**src/rtl/lstm_seq_ctrl.sv**
```systemverilog
// Sequencing controller for one LSTM cell: loads weight/input/bias words for each
// gate group, kicks the MAC datapath, and streams h_t words at the end of a timestep.
module lstm_seq_ctrl #(
    parameter int N_W   = 32,
    parameter int N_B   = 32,
    parameter int N_OUT = 8,
    parameter int N_TS  = 28
) (
    input  logic        clk,
    input  logic        rst,
    input  logic        r_valid,
    input  logic        is_last_data_gate,
    input  logic        data_we,
    input  logic [31:0] data_in,
    input  logic        out_re,
    input  logic        mac_done,
    output logic        wt_we,
    output logic        x_we,
    output logic        b_we,
    output logic [31:0] wdata,
    output logic [4:0]  idx,
    output logic        mac_start,
    output logic        r_data,
    output logic        w_valid,
    output logic        t_valid,
    output logic [2:0]  out_idx,
    output logic [4:0]  ts_idx,
    output logic        err
);

    typedef enum logic [2:0] {
        IDLE    = 3'd0,
        LOAD_W  = 3'd1,
        LOAD_X  = 3'd2,
        LOAD_B  = 3'd3,
        COMPUTE = 3'd4,
        OUTPUT  = 3'd5
    } state_t;

    localparam logic [4:0] W_LAST   = 5'(N_W - 1);
    localparam logic [4:0] B_LAST   = 5'(N_B - 1);
    localparam logic [2:0] OUT_LAST = 3'(N_OUT - 1);
    localparam logic [4:0] TS_LAST  = 5'(N_TS - 1);

    state_t      state_reg;
    logic [4:0]  cnt_reg;
    logic [2:0]  out_idx_reg;
    logic [4:0]  ts_idx_reg;
    logic        first_f_reg;
    logic        last_f_reg;
    logic        t_valid_reg;
    logic        err_reg;
    logic        mac_start_reg;

    // Write strobes are decoded straight from the state so the word lands in the same cycle.
    assign wt_we     = (state_reg == LOAD_W) && data_we;
    assign x_we      = (state_reg == LOAD_X) && data_we;
    assign b_we      = (state_reg == LOAD_B) && data_we;
    assign wdata     = data_in;
    assign idx       = cnt_reg;
    assign r_data    = (state_reg == IDLE);
    assign w_valid   = (state_reg == OUTPUT);
    assign mac_start = mac_start_reg;
    assign t_valid   = t_valid_reg;
    assign out_idx   = out_idx_reg;
    assign ts_idx    = ts_idx_reg;
    assign err       = err_reg;

    always_ff @(posedge clk or negedge rst) begin
        if (!rst) begin
            state_reg     <= IDLE;
            cnt_reg       <= 5'd0;
            out_idx_reg   <= 3'd0;
            ts_idx_reg    <= 5'd0;
            first_f_reg   <= 1'b1;
            last_f_reg    <= 1'b0;
            t_valid_reg   <= 1'b0;
            err_reg       <= 1'b0;
            mac_start_reg <= 1'b0;
        end else begin
            mac_start_reg <= 1'b0;
            case (state_reg)
                IDLE: begin
                    // A word arriving here has no destination, even alongside r_valid.
                    if (data_we) begin
                        err_reg <= 1'b1;
                    end
                    if (r_valid) begin
                        state_reg   <= LOAD_W;
                        cnt_reg     <= 5'd0;
                        last_f_reg  <= is_last_data_gate;
                        t_valid_reg <= 1'b0;
                    end
                end
                LOAD_W: begin
                    if (data_we) begin
                        if (cnt_reg == W_LAST) begin
                            cnt_reg   <= 5'd0;
                            state_reg <= LOAD_X;
                        end else begin
                            cnt_reg <= cnt_reg + 5'd1;
                        end
                    end
                end
                LOAD_X: begin
                    if (data_we) begin
                        if (first_f_reg) begin
                            state_reg <= LOAD_B;
                        end else begin
                            state_reg     <= COMPUTE;
                            mac_start_reg <= 1'b1;
                        end
                    end
                end
                LOAD_B: begin
                    if (data_we) begin
                        if (cnt_reg == B_LAST) begin
                            cnt_reg       <= 5'd0;
                            state_reg     <= COMPUTE;
                            first_f_reg   <= 1'b0;
                            mac_start_reg <= 1'b1;
                        end else begin
                            cnt_reg <= cnt_reg + 5'd1;
                        end
                    end
                end
                COMPUTE: begin
                    if (data_we) begin
                        err_reg <= 1'b1;
                    end
                    if (mac_done) begin
                        state_reg <= last_f_reg ? OUTPUT : IDLE;
                    end
                end
                OUTPUT: begin
                    if (data_we) begin
                        err_reg <= 1'b1;
                    end
                    if (out_re) begin
                        if (out_idx_reg == OUT_LAST) begin
                            // Final h_t word closes the timestep; the next group reloads biases.
                            state_reg   <= IDLE;
                            t_valid_reg <= 1'b1;
                            first_f_reg <= 1'b1;
                            out_idx_reg <= 3'd0;
                            ts_idx_reg  <= (ts_idx_reg == TS_LAST) ? 5'd0 : ts_idx_reg + 5'd1;
                        end else begin
                            out_idx_reg <= out_idx_reg + 3'd1;
                        end
                    end
                end
                default: begin
                    state_reg <= IDLE;
                end
            endcase
        end
    end

endmodule

```
**config.mk**
```make
export PLATFORM = sky130hd
export DESIGN_NAME = lstm_seq_ctrl
export DESIGN_NICKNAME = d
export VERILOG_FILES = /design/src/rtl/lstm_seq_ctrl.sv
export SDC_FILE = /design/constraint.sdc
export NUM_CORES = 1
export LEC_CHECK = 0
export ABC_AREA = 1
export BUFFER_PORTS_ARGS = -buffer_cell sky130_fd_sc_hd__buf_4
export CAP_MARGIN = 40
export CELL_PAD_IN_SITES_DETAIL_PLACEMENT = 1
export CELL_PAD_IN_SITES_GLOBAL_PLACEMENT = 1
export CORE_ASPECT_RATIO = 0.6
export CORE_MARGIN = 2
export CORE_UTILIZATION = 30
export CTS_BUF_LIST = sky130_fd_sc_hd__clkbuf_8
export CTS_CLUSTER_DIAMETER = 100
export DETAILED_ROUTE_END_ITERATION = 8
export PLACE_DENSITY = 0.92
export SYNTH_ARGS = -nofsm -noshare
export SYNTH_HDL_FRONTEND = slang
export SYNTH_SLANG_ARGS = --single-unit
```
**constraint.sdc**
```tcl
create_clock -name clk -period 1.8 [get_ports clk]
set_clock_uncertainty 0.1 [all_clocks]
set_input_delay 0.27 -clock clk [delete_from_list [all_inputs] [get_ports clk]]
set_output_delay 0.27 -clock clk [all_outputs]
set_load 0.02 [all_outputs]
```
Word level (Yosys, flattened, before mapping):

Index checks and enable logic that the tools add are counted.

* flip-flop bits (word level): 21
* bits of input ports: 39
* output and inout bits: 53
* logic and storage cells: 77

* add/sub/neg operators: 3
* equality and inequality tests: 18
* muxes and demuxes: 30
* reduce and logical (&&, ||, !) cells: 17

Operator list (count)
* $mux 3: 12
* $mux 5: 4
* $pmux 3 s6: 1
* $ne 2x2->1 const B: 6
* $add 5x1->5 const B: 2
* $eq 5x5->1 const B: 2
* $pmux 5 s2: 1
* $eq 3x3->1 const B: 3
* $mux 1: 9
* $reduce_and 9->1: 1
* $ne 2x1->1 const B: 4
* $eq 3x2->1 const B: 2
* $pmux 1 s2: 3
* $reduce_and 2->1: 3
* $reduce_and 3->1: 2
* $reduce_bool 2->1: 3
* $reduce_and 5->1: 1
* $reduce_and 4->1: 1
* $add 3x1->3 const B: 1
* $eq 3x1->1 const B: 1
* $logic_and 1x1->1: 3
* $logic_not 3->1: 1
* $reduce_or 3->1: 1
* $reduce_or 2->1: 1

Depth between registers and ports, before layout:

* depth in word-level cells: 4
* mapped depth: 11
* gate-level depth less buffers: 11

Worst setup path after synthesis:

OpenSTA, ideal clock, no wires.

* kind: reg2reg
* from: reg cnt_reg[1], in the netlist idx[1]
* to: reg state_reg[0]
* library setup time: 0.117 ns
* data arrival time: 1.565 ns
* required time: 1.583 ns
* slack: 0.018 ns
* stages on the path, launching flop included: 12
* buffers on the path: 0
* clock period less this slack: 1.782 ns
* path through: dfrtp_1 ha_1 nand2_1 nor2_1 ha_1 inv_1 nand2_1 nand2_1 nor2_2 nand2_2 nand2_1 nand2_1

* longest elaborated chain between the ends: 3
* elaborated cells between the ends (all ways): 4
* those cells by class: 3 x eq/ne; 1 x reduce/logical

Ends and longest elaborated chain
* start: declaration: RTL line 46 `logic [4:0] cnt_reg;`
* start signal: assignment: RTL line 101 `cnt_reg <= cnt_reg + 5'd1;`
* start signal: assignment: RTL line 123 `cnt_reg <= cnt_reg + 5'd1;`
* $eq 5x5->1 *: RTL line 97, 117
* $ne 2x1->1 (no line)
* $reduce_and 9->1 (no line) *
* end signal: assignment: RTL line 132 `state_reg <= last_f_reg ? OUTPUT : IDLE;`
* end: declaration: RTL line 45 `state_t state_reg;`

Mark *: on every way between the ends. The rest lies on a longest branch, timed or not.
A chain may end at the register's enable or synchronous reset.

Worst setup path in the final report:

* from: reg state_reg[0]
* to: out wt_we

* longest elaborated chain between the ends: 2

Ends and longest elaborated chain
* $eq 3x1->1: RTL line 56 `assign wt_we = (state_reg == LOAD_W) && data_we;`
* $logic_and 1x1->1: RTL line 56
* end: declaration: RTL line 17 `output logic wt_we,`

No other way between the ends.

==> impl_results.md <==
* Outcome: complete, no violations
* Effective utilization at floorplan at 31.9%
* Worst Hold Class: input pin to register
* Layout Nets at 238
* Vias per cell at 4.64
* Sum of net half-perimeters after detailed placement at 2.69 mm
* Detailed-routing iteration count for the pre-antenna-repair pass at 4
* Arrival time of data at the critical path endpoint at 1.35 ns
* Clock insertion delay at the later pin of the skew report at 0.27 ns
* Total number of yosys warnings at 0
* Cell area after synthesis at 1490 um^2
* Highest attainable clock frequency at 0.583 GHz
* Maximum number of pins on one net before global-route repair at 22
* Flops & latches, synth at 21
* Number of placement rows at 19
* Final Slew Violations at 0
* Grt ovf at 0
* Number of CTS-inserted buffers at 3
* Crit Reg-Reg Startpoint: idx[1]
* Final WL at 3.64 mm
* Residual DRC count at 0
* Ports placed on the boundary at 92
* Final number of setup-violating endpoints at 0
* Post-detailed-route wirelength per cell at 14.3 um
* Power per unit of standard cell area at 1270 nW/um^2
* Net count of the mapped netlist at 231
* Number of buffers added on ports at 27
* Root Driver: sky130_fd_sc_hd__clkbuf_8
* Unrepaired setup endpoints after global routing: true
* Transition time of the tightest slew-check pin at 0.299 ns
* Area of the die at 5560 um^2
* Class of the most critical setup path: register to primary output
* Critical Path Sink: wt_we
* Area growth from synthesis to final layout at 11.9%
* Required time reported for the critical path endpoint at 1.43 ns
* Crit. Startpoint: state_reg[0]
* Final hold violations at 0
* Crit path setup slack, layout at 0.0833 ns
* Leakage component of the power at 0.000847 uW
* Area fraction of the dominant cell type after synthesis at 33.6%
* Reg2Reg Setup Slack at 0.09 ns
* Worst slack after detailed placement at 0.0238 ns
* Average cell area after synthesis at 8.00 um^2
* Max H-tree Level at 1
* Vias in the first global route at 1,159
* Total negative slack for setup checks at 0 ns
* Wire length of the first global-routing pass at 5.84 mm
* Depth of the worst register-to-register path at 11
* Clock input transition at the sequential cells of the worst setup and hold paths at 0.08 ns
* Remaining antenna violation count after routing at 0
* Element type at the critical path end: primary output
* Max-cap violations at 0
* Die Y at 58.5 um
* Antenna cells at 0
* Headroom to the max-slew limit at 80.0%
* Detailed-route via count at 1,184
* Global-route usage over all layers at 14.0%
* Category of the worst setup path launch point: register
* Largest area contributor in the netlist: sky130_fd_sc_hd__dfrtp_1
* TritonCTS Sinks at 21
* Biggest area contributors in the synthesized netlist: sky130_fd_sc_hd__dfrtp_1 (34%), sky130_fd_sc_hd__buf_4 (16%), sky130_fd_sc_hd__nand2_1 (11%), sky130_fd_sc_hd__nand3_1 (6.4%), sky130_fd_sc_hd__ha_1 (5.0%)
* Post-synthesis sequential area ratio at 35.4%
* Initial DRC Count at 66
* Maximum vdd drop at 0.511 mV
* Number of cells produced by synthesis at 186
* Share of post-route cells with drive strength above 1 at 36.5%
* Library cells used by synthesis at 26
* Number of antenna violations at the first check in global routing at 0
* Placeable Area at 4660 um^2
* Shortest clock period the worst path allows after layout at 1.72 ns
* Maximum fanout encountered on the critical timing path at 6
* Terminus of the critical flop-to-flop path: state_reg[2]
* Highest-count cells in the layout ignoring fill and taps: sky130_fd_sc_hd__nand2_1 (40), sky130_fd_sc_hd__buf_4 (34), sky130_fd_sc_hd__nand3_1 (19), sky130_fd_sc_hd__dfrtp_1 (17), sky130_fd_sc_hd__inv_1 (15)
* Most common cell after layout, fill and taps aside: sky130_fd_sc_hd__nand2_1
* Period Utilization, post-route at 95.4%
* Clock tree from TritonCTS: done
* Width of the chip at 94.9 um
* CTS max path bufs at 2
* Final weighted congestion in routability-driven placement at 0.870
-- worst max-delay path: stages, from the launching register on --
cell and delay [ns]:
sky130_fd_sc_hd__dfrtp_2 0.45, sky130_fd_sc_hd__inv_2 0.10, sky130_fd_sc_hd__nor2_8 0.15, sky130_fd_sc_hd__nand2_4 0.09
sky130_fd_sc_hd__nor2_1 0.13, sky130_fd_sc_hd__buf_4 0.16
-- cell families (layout without fill, tap and decap cells) --
logic type,count (synthesis),in the layout,synth area share (%)
and+or+nand+nor,91,91,31.3
buffers and inverters,51,57,21.6
DFF,21,21,35.4
AOI/OAI and AO/OA,15,15,5.47
adders and majority gates,6,6,5.05
xor gates and xnor gates,2,2,1.18
-- stage by stage --
step / util, % / cells / power [uW] / instance area, um^2 / hold slack (ns)
2_1_floorplan: - / 186 / 1470 / 1490 / -0.126
3_3_place_gp: 32.9 / 245 / 1680 / 1530 / 0.0786
3_5_place_dp: 32.9 / 245 / 1720 / 1530 / 0.0828
4_1_cts: 34.2 / 250 / 2060 / 1590 / 0.0819
5_1_grt: 35.7 / 255 / 2290 / 1660 / 0.0779
6_report: 35.7 / 255 / 2110 / 1660 / 0.0897
-- cell usage after synthesis (all sizes together) --
library cell / count
nand2: 50
a211oi: 1
buf: 33
dfstp: 1
dfrtp: 20
inv: 18
nand4: 2
a21oi: 2
a31o: 1
nand3b: 1
ha: 6
o21ai: 11
xor2: 2
nand3: 19
nor2: 17
or2: 1
nor4: 1
-- timing repair --
| action | CTS | global route |
|---|---|---|
| gates cloned | 0 | 0 |
| hold buffers | 1 | 0 |
| gates resized for setup | 3 | 9 |
| hold endpoints to repair | 20 | 0 |
| buffers inserted | 0 | 5 |
| pin swaps | 0 | 3 |
| setup endpoints to repair | 4 | 6 |
-- power by group --
| group | internal [uW] | switching [uW] | total, uW |
|---|---|---|---|
| Combinational | 402 | 677 | 1080 |
| Clock | 153 | 167 | 320 |
| Sequential | 580 | 132 | 712 |
| Total | 1130 | 976 | 2110 |
-- how the worst min path moves through the flow --
stage,from,endpoint,slack [ns],cells after the start
4_1_cts,is_last_data_gate,last_f_reg,0.08,3
3_5_place_dp,rst,mac_start,0.08,1
6_report,is_last_data_gate,last_f_reg,0.09,3
5_1_grt,is_last_data_gate,last_f_reg,0.08,3
2_1_floorplan,rst,err,-0.13,0
3_3_place_gp,rst,mac_start,0.08,1
-- layer usage --
| metal | routed length, um | vias up | GRT usage (%) |
|---|---|---|---|
| li1 | - | 575 | - |
| met1 | 1890 | 569 | 19.9 |
| met2 | 1500 | 32 | 19.6 |
| met3 | 213 | 8 | 5.76 |
| met4 | 36 | 0 | 4.14 |
| met5 | 0 | - | 0 |
-- layout make-up --
class / instances / area, um^2
Clock buffer: 3 / 41.3
Clock inverter: 1 / 3.75
Fill cell: 578 / 3000
Inverter: 18 / 70.1
Multi-Input combinational cell: 114 / 674
Sequential cell: 21 / 531
Tap cell: 63 / 78.8
Timing Repair Buffer: 35 / 265
No activity file was read; power rests on OpenSTA's default activity.
